===== src/rtl/osc1_pkg.sv =====
// Shared types and constants for the stimulation pulse-train sequencer.
package osc1_pkg;

  typedef enum logic [2:0] {
    IDLE,
    ARMED,
    HIGH,
    LOW,
    PARK
  } state_e;

  localparam logic [1:0] MODE_NOP   = 2'b00;
  localparam logic [1:0] MODE_WRITE = 2'b01;
  localparam logic [1:0] MODE_READ  = 2'b10;

  localparam int          DEFAULT_FRAME_LEN = 32;
  localparam logic [15:0] DEFAULT_ZERO_CODE = 16'h0000;

  // Low-phase length in frames; a pulse width at or above the period means
  // back-to-back high phases with no gap.
  function automatic logic [15:0] calc_low_len(input logic [15:0] period,
                                               input logic [15:0] width);
    return (period > width) ? (period - width) : 16'd0;
  endfunction

endpackage


===== src/rtl/frame_timer.sv =====
// Free-running SPI frame counter kept in lockstep with spi_controller.
module frame_timer #(
  parameter int FRAME_LEN = 32
) (
  input  logic clk,
  input  logic rst,
  output logic frame_tick,
  output logic frame_start
);

  localparam int CW = $clog2(FRAME_LEN);

  logic [CW-1:0] frm_cnt_q;
  logic [CW-1:0] frm_cnt_d;

  // Count 0..FRAME_LEN-1 and wrap at the last clock of the frame.
  always_comb begin
    frame_tick  = (frm_cnt_q == CW'(FRAME_LEN - 1));
    frame_start = (frm_cnt_q == '0);
    frm_cnt_d   = frame_tick ? '0 : frm_cnt_q + 1'b1;
  end

  // Frame counter register; reset restarts the frame alongside spi_controller.
  always_ff @(posedge clk) begin
    if (rst) frm_cnt_q <= '0;
    else     frm_cnt_q <= frm_cnt_d;
  end

endmodule


===== src/rtl/pulse_train_sequencer.sv =====
// Pulse-train sequencer: turns a snapshot of amplitude/width/period/count into
// a frame-aligned stream of DAC codes and SPI mode words for spi_controller.
module pulse_train_sequencer
  import osc1_pkg::*;
#(
  parameter int          FRAME_LEN = DEFAULT_FRAME_LEN,
  parameter logic [15:0] ZERO_CODE = DEFAULT_ZERO_CODE,
  parameter int          CNT_W     = 8
) (
  input  logic             clk,
  input  logic             rst,
  input  logic             trigger,
  input  logic             stop,
  input  logic [15:0]      amplitude,
  input  logic [15:0]      pulse_width,
  input  logic [15:0]      period,
  input  logic [CNT_W-1:0] n_pulses,
  output logic [15:0]      data_to_dac,
  output logic [1:0]       mode,
  output logic             frame_start,
  output logic             busy,
  output logic             pulse_active,
  output logic             done,
  output logic             err,
  output logic [CNT_W-1:0] pulse_count
);

  logic frame_tick;

  frame_timer #(.FRAME_LEN(FRAME_LEN)) u_frame_timer (
    .clk         (clk),
    .rst         (rst),
    .frame_tick  (frame_tick),
    .frame_start (frame_start)
  );

  state_e           state_q, state_d;
  logic             abort_q, abort_d;
  logic [15:0]      phase_q, phase_d;
  logic [15:0]      amp_q, amp_d;
  logic [15:0]      pw_q, pw_d;
  logic [15:0]      low_len_q, low_len_d;
  logic [CNT_W-1:0] n_q, n_d;
  logic [CNT_W-1:0] pulse_count_q, pulse_count_d;
  logic             done_q, done_d;
  logic             err_q, err_d;

  logic             abort_now;
  logic             pulse_last;
  logic [CNT_W-1:0] count_inc;

  // Next-state logic: everything except trigger handling, done and err moves
  // only on frame_tick so each SPI command is stable for a whole shift.
  always_comb begin
    state_d       = state_q;
    abort_d       = abort_q;
    phase_d       = phase_q;
    amp_d         = amp_q;
    pw_d          = pw_q;
    low_len_d     = low_len_q;
    n_d           = n_q;
    pulse_count_d = pulse_count_q;
    done_d        = 1'b0;
    err_d         = 1'b0;

    abort_now  = abort_q | stop;
    pulse_last = (n_q != '0) &&
                 (({1'b0, pulse_count_q} + 1'b1) == {1'b0, n_q});
    count_inc  = (pulse_count_q == '1) ? pulse_count_q : pulse_count_q + 1'b1;

    case (state_q)
      IDLE: begin
        if (trigger && !stop) begin
          if (pulse_width == 16'd0) begin
            err_d = 1'b1;
          end else begin
            amp_d         = amplitude;
            pw_d          = pulse_width;
            low_len_d     = calc_low_len(period, pulse_width);
            n_d           = n_pulses;
            pulse_count_d = '0;
            abort_d       = 1'b0;
            state_d       = ARMED;
          end
        end
      end

      ARMED: begin
        if (stop) abort_d = 1'b1;
        if (frame_tick) begin
          if (abort_now) begin
            abort_d = 1'b0;
            state_d = PARK;
          end else begin
            phase_d = 16'd1;
            state_d = HIGH;
          end
        end
      end

      HIGH: begin
        if (stop) abort_d = 1'b1;
        if (frame_tick) begin
          if (phase_q == pw_q) begin
            pulse_count_d = count_inc;
            if (abort_now || pulse_last) begin
              abort_d = 1'b0;
              state_d = PARK;
            end else if (low_len_q == 16'd0) begin
              phase_d = 16'd1;
              state_d = HIGH;
            end else begin
              phase_d = 16'd1;
              state_d = LOW;
            end
          end else if (abort_now) begin
            abort_d = 1'b0;
            state_d = PARK;
          end else begin
            phase_d = phase_q + 16'd1;
          end
        end
      end

      LOW: begin
        if (stop) abort_d = 1'b1;
        if (frame_tick) begin
          if (abort_now) begin
            abort_d = 1'b0;
            state_d = PARK;
          end else if (phase_q == low_len_q) begin
            phase_d = 16'd1;
            state_d = HIGH;
          end else begin
            phase_d = phase_q + 16'd1;
          end
        end
      end

      PARK: begin
        if (frame_tick) begin
          done_d  = 1'b1;
          state_d = IDLE;
        end
      end

      default: state_d = IDLE;
    endcase
  end

  // State and snapshot registers; reset drops straight to IDLE with no park frame.
  always_ff @(posedge clk) begin
    if (rst) begin
      state_q       <= IDLE;
      abort_q       <= 1'b0;
      phase_q       <= 16'd0;
      amp_q         <= 16'd0;
      pw_q          <= 16'd0;
      low_len_q     <= 16'd0;
      n_q           <= '0;
      pulse_count_q <= '0;
      done_q        <= 1'b0;
      err_q         <= 1'b0;
    end else begin
      state_q       <= state_d;
      abort_q       <= abort_d;
      phase_q       <= phase_d;
      amp_q         <= amp_d;
      pw_q          <= pw_d;
      low_len_q     <= low_len_d;
      n_q           <= n_d;
      pulse_count_q <= pulse_count_d;
      done_q        <= done_d;
      err_q         <= err_d;
    end
  end

  // Output decode from the registered state, so outputs change only with state.
  always_comb begin
    data_to_dac = ZERO_CODE;
    mode        = MODE_NOP;
    case (state_q)
      HIGH: begin
        data_to_dac = amp_q;
        mode        = MODE_WRITE;
      end
      LOW, PARK: begin
        mode = MODE_WRITE;
      end
      default: ;
    endcase
    busy         = (state_q != IDLE);
    pulse_active = (state_q == HIGH);
    done         = done_q;
    err          = err_q;
    pulse_count  = pulse_count_q;
  end

endmodule


===== config.mk =====
export PLATFORM = sky130hd
export DESIGN_NAME = pulse_train_sequencer
export DESIGN_NICKNAME = d
export VERILOG_FILES = /design/src/rtl/osc1_pkg.sv /design/src/rtl/frame_timer.sv /design/src/rtl/pulse_train_sequencer.sv
export SDC_FILE = /design/constraint.sdc
export NUM_CORES = 1
export LEC_CHECK = 0
export ABC_CLOCK_PERIOD_IN_PS = 7510
export BUFFER_PORTS_ARGS = -buffer_cell sky130_fd_sc_hd__buf_4
export CAP_MARGIN = 20
export CORE_MARGIN = 2
export CORE_UTILIZATION = 51
export CTS_CLUSTER_DIAMETER = 100
export DETAILED_ROUTE_END_ITERATION = 7
export GPL_TIMING_DRIVEN = 0
export MAX_ROUTING_LAYER = met4
export PLACE_DENSITY = 0.75
export SLEW_MARGIN = 20
export SYNTH_ARGS = -nofsm -noshare
export SYNTH_HDL_FRONTEND = slang
export SYNTH_SLANG_ARGS = --single-unit

===== constraint.sdc =====
create_clock -name clk -period 7.51 [get_ports clk]
set_input_delay 1.8775 -clock clk [delete_from_list [all_inputs] [get_ports clk]]
set_output_delay 1.8775 -clock clk [all_outputs]
set_load 0.01 [all_outputs]

==> results by group <==
Place
  • # port buffers: 88
  • Routability Congestion: a little over 0.9
  • Detailed Place HPWL: 11700 um

Detailed routing
  • Vias/cell: ~5.7
  • DRT Pass-1 Iters: 5
  • Drc violations: 0
  • Initial DRC count: between 300 and 400
  • Average wire per standard cell: 15.7 um
  • Total Routed Length: 15200 um
  • Antenna-violating nets left: 0
  • Vias after detailed routing: 5526

Clock tree
  • Longest Clk Path Bufs: 2
  • Clk Latency, worst-skew pair: 380 ps
  • TritonCTS Buffers: 9
  • CTS clock-pin slew for the worst setup and hold paths: 100 ps
  • Root Driver: clkbuf_8
  • Clk sinks: 91
  • CTS H-tree lvls: 3
  • CTS tree: built
  • Post-CTS Resized: 0
  • Post-CTS Setup Repair Bufs: 0
  • Hold buffers post-CTS: 0

Synthesis
  • Yosys warnings: 0
  • Cells after Synth: 727
  • Syn_area_per_cell: between 7 and 8 um^2
  • Syn Std Cell Area: 5490 um^2
  • Top FF cell, synth: dfxtp_1
  • Synthesized net count: between 800 and 900
  • Post-synthesis cell type count: 64
  • FF+latch count, synth: 91
  • Post-synth EDFFs: 0
  • Sequential area share after synthesis: 0.332
  • Asr flop ratio synth: 0

Final layout
  • Number of diodes: 0
  • Share of cells above drive strength 1: 0.161
  • Layout area overhead: 18.9%
  • Final layout net count: ~910
  • Filler instances: between 900 and 1k

Global route
  • Initial antenna violation count: 0
  • Largest net degree at the start of global routing: 17
  • First-pass GRT wire length: 25200 um
  • Total grt overflow: 0
  • Vias in the first global route: 5321
  • Global-route usage over all layers: 0.280

Setup path
  • Crit. End Element: output pin
  • Crit path arrival time: 2370 ps
  • Setup slack, reg-to-reg: 4830 ps
  • Setup CP Type: register to output pin
  • Crit path largest cell delay: approximately 380 ps
  • Slowest stage cell, crit path: clkbuf_1
  • CP max FO: 10
  • Crit start category: register
  • Worst EP required: 5630 ps
  • Crit-path cells: inv_1, nand2_1, or2_2, clkbuf_1, inv_1, clkbuf_1, and2_1, buf_4

Flow run
  • Max-cap violations: 0

STA
  • Final Cycle Share: 0.566
  • Final hold vios: 0
  • Fmax: 0.235 GHz
  • Fin Setup TNS: 0 ps
  • Slew @ Worst Pin: 619 ps
  • Post-route minimum period: 4250 ps
  • Max Slew Vio Count: 0
  • RSZ-0062 raised after global routing: no
  • Final Setup Violations: 0
  • Clock skew: 15.2 ps
  • Max-slew headroom: 0.587

Power
  • Cell Pwr Density: between 150 and 200 nW/um^2
  • P_int: approximately 0.8 mW
  • Peak supply drop: 0.106 mV
  • Clock network power share: 0.300
  • Lkg Pwr: 2.56 nW
  • Sequential power share: 0.451
  • Power Total: approximately 1.2 mW
  • Comb pwr share: 0.250
  • Switch Pwr: approximately 0.38 mW
  • Switching Fraction: 0.321

Floorplan
  • Starting Density: 0.530
  • Core area: 10400 um^2
  • FP Rows: 37
  • Horiz. Die Dim: 108 um
  • Area of the die: 11600 um^2
  • I/O pin cnt: 91
  • Chip Height: about 110 um

Status
  • Status: finished clean

Worst hold path
  • Min-Delay Path Class: register to register
[sequential cells by signal, indices dropped and copies added (netlist names)]
signal                   cells
amp_q                       16
low_len_q                   16
phase_q                     16
pw_q                        16
n_q                          8
pulse_count                  8
u_frame_timer.frm_cnt_q      5
state_q                      3
abort_q                      1
done                         1
err                          1
[synth_stat cells, types with 4 or more instances]
library cell,count,area [um^2]
o22ai_1,13,81.3
dfxtp_1,91,1820
buf_2,11,55.1
or2_2,5,31.3
nand2_1,124,465
o211ai_1,4,30.0
nand4_1,15,93.8
nand3_1,28,140
a22oi_1,10,75.1
and3_1,9,56.3
nor4_1,12,75.1
clkbuf_1,28,105
and2_1,21,131
a21oi_1,70,350
inv_1,31,116
nor2_1,48,180
or3_1,8,50.1
xor2_1,8,70.1
xnor2_1,42,368
nor3b_1,4,30.0
a211oi_1,15,113
o21ai_0,23,115
nor3_1,20,100
nor2b_1,8,50.1
a21o_1,4,30.0
ha_1,21,263
[cells in the final DEF, fill, tap and decap left out, drive strengths merged, types with 2 or more instances in the layout]
cell,instances
nor3,21
a32o,2
or2,5
inv,33
o21a,3
clkbuf,38
a211oi,16
nand2b,2
o21bai,2
nor2,48
and3,10
ha,21
or3,8
o211ai,4
nor3b,4
and2,21
xnor2,43
nand4,15
nor4,14
clkinv,3
dfxtp,91
nand4b,3
a21oi,71
o2111ai,2
nor2b,8
xor2,8
o32ai,3
o21ai,24
o22ai,13
a22oi,10
a21o,4
or3b,2
nand2,124
a31oi,2
o31ai,2
buf,105
nand3,28
[worst paths after layout]
kind	to	from	cells after the start
worst min-delay path	amp_q[8]$_SDFFE_PP0P_	amp_q[8]$_SDFFE_PP0P_	2
worst max-delay path	data_to_dac[3]	state_q[2]$_SDFFE_PP0P_	8
worst max register to register	phase_q[0]$_SDFFE_PP0P_	pulse_count[0]$_SDFFE_PP0P_	9
worst min register to register	amp_q[8]$_SDFFE_PP0P_	amp_q[8]$_SDFFE_PP0P_	2
[metal layers]
metal,GRT usage,wire [um],vias up
met5,-,0,-
met4,0.103,353,0
met3,0.0351,751,29
met2,0.456,7390,177
met1,0.357,6710,2582
li1,-,-,2738
[worst max-delay path: cells and delay by family (launching register included)]
kind	cells	cell delay [ps]
and+or+nand+nor	3	580
DFF	1	370
buffers and inverters	5	1040
[cell families after synthesis]
group / synth area share
xor gates and xnor gates: 0.0827
adders and majority gates: 0.0515
AOI/OAI and AO/OA: 0.189
other: 0.000683
and+or+nand+nor: 0.281
muxes: 0.00387
DFF: 0.332
buffers and inverters: 0.0592
[power groups by stage]
stage	registers, mW	logic, mW	clock network (mW)
2_1_floorplan	0.536	0.203	0
5_1_grt	0.535	0.327	0.379
6_report	0.531	0.294	0.353
3_5_place_dp	0.542	0.291	0
3_3_place_gp	0.541	0.281	0
4_1_cts	0.531	0.293	0.357
[layout make-up]
cell class / count / area [um^2] / share of cell area
Sequential cell: 91 / 1820 / 0.279
Clock inverter: 6 / 71.3 / 0.0109
Inverter: 32 / 120 / 0.0184
Multi-Input combinational cell: 559 / 3350 / 0.512
Tap cell: 136 / 170 / 0.0260
Timing Repair Buffer: 88 / 661 / 0.101
Clock buffer: 10 / 138 / 0.0211
Buffer: 45 / 205 / 0.0314
[per-stage QoR]
stage,setup slack (ps),std cells,cell area (um^2),hold WS (ps),utilization
floorplan,3690,727,5490,432,-
global placement,3300,951,6320,438,0.610
detailed placement,3170,951,6320,450,0.610
CTS,3250,967,6530,464,0.630
global route,3070,967,6530,481,0.630
finish,3260,967,6530,458,0.630
No activity file was read; power rests on OpenSTA's default activity.
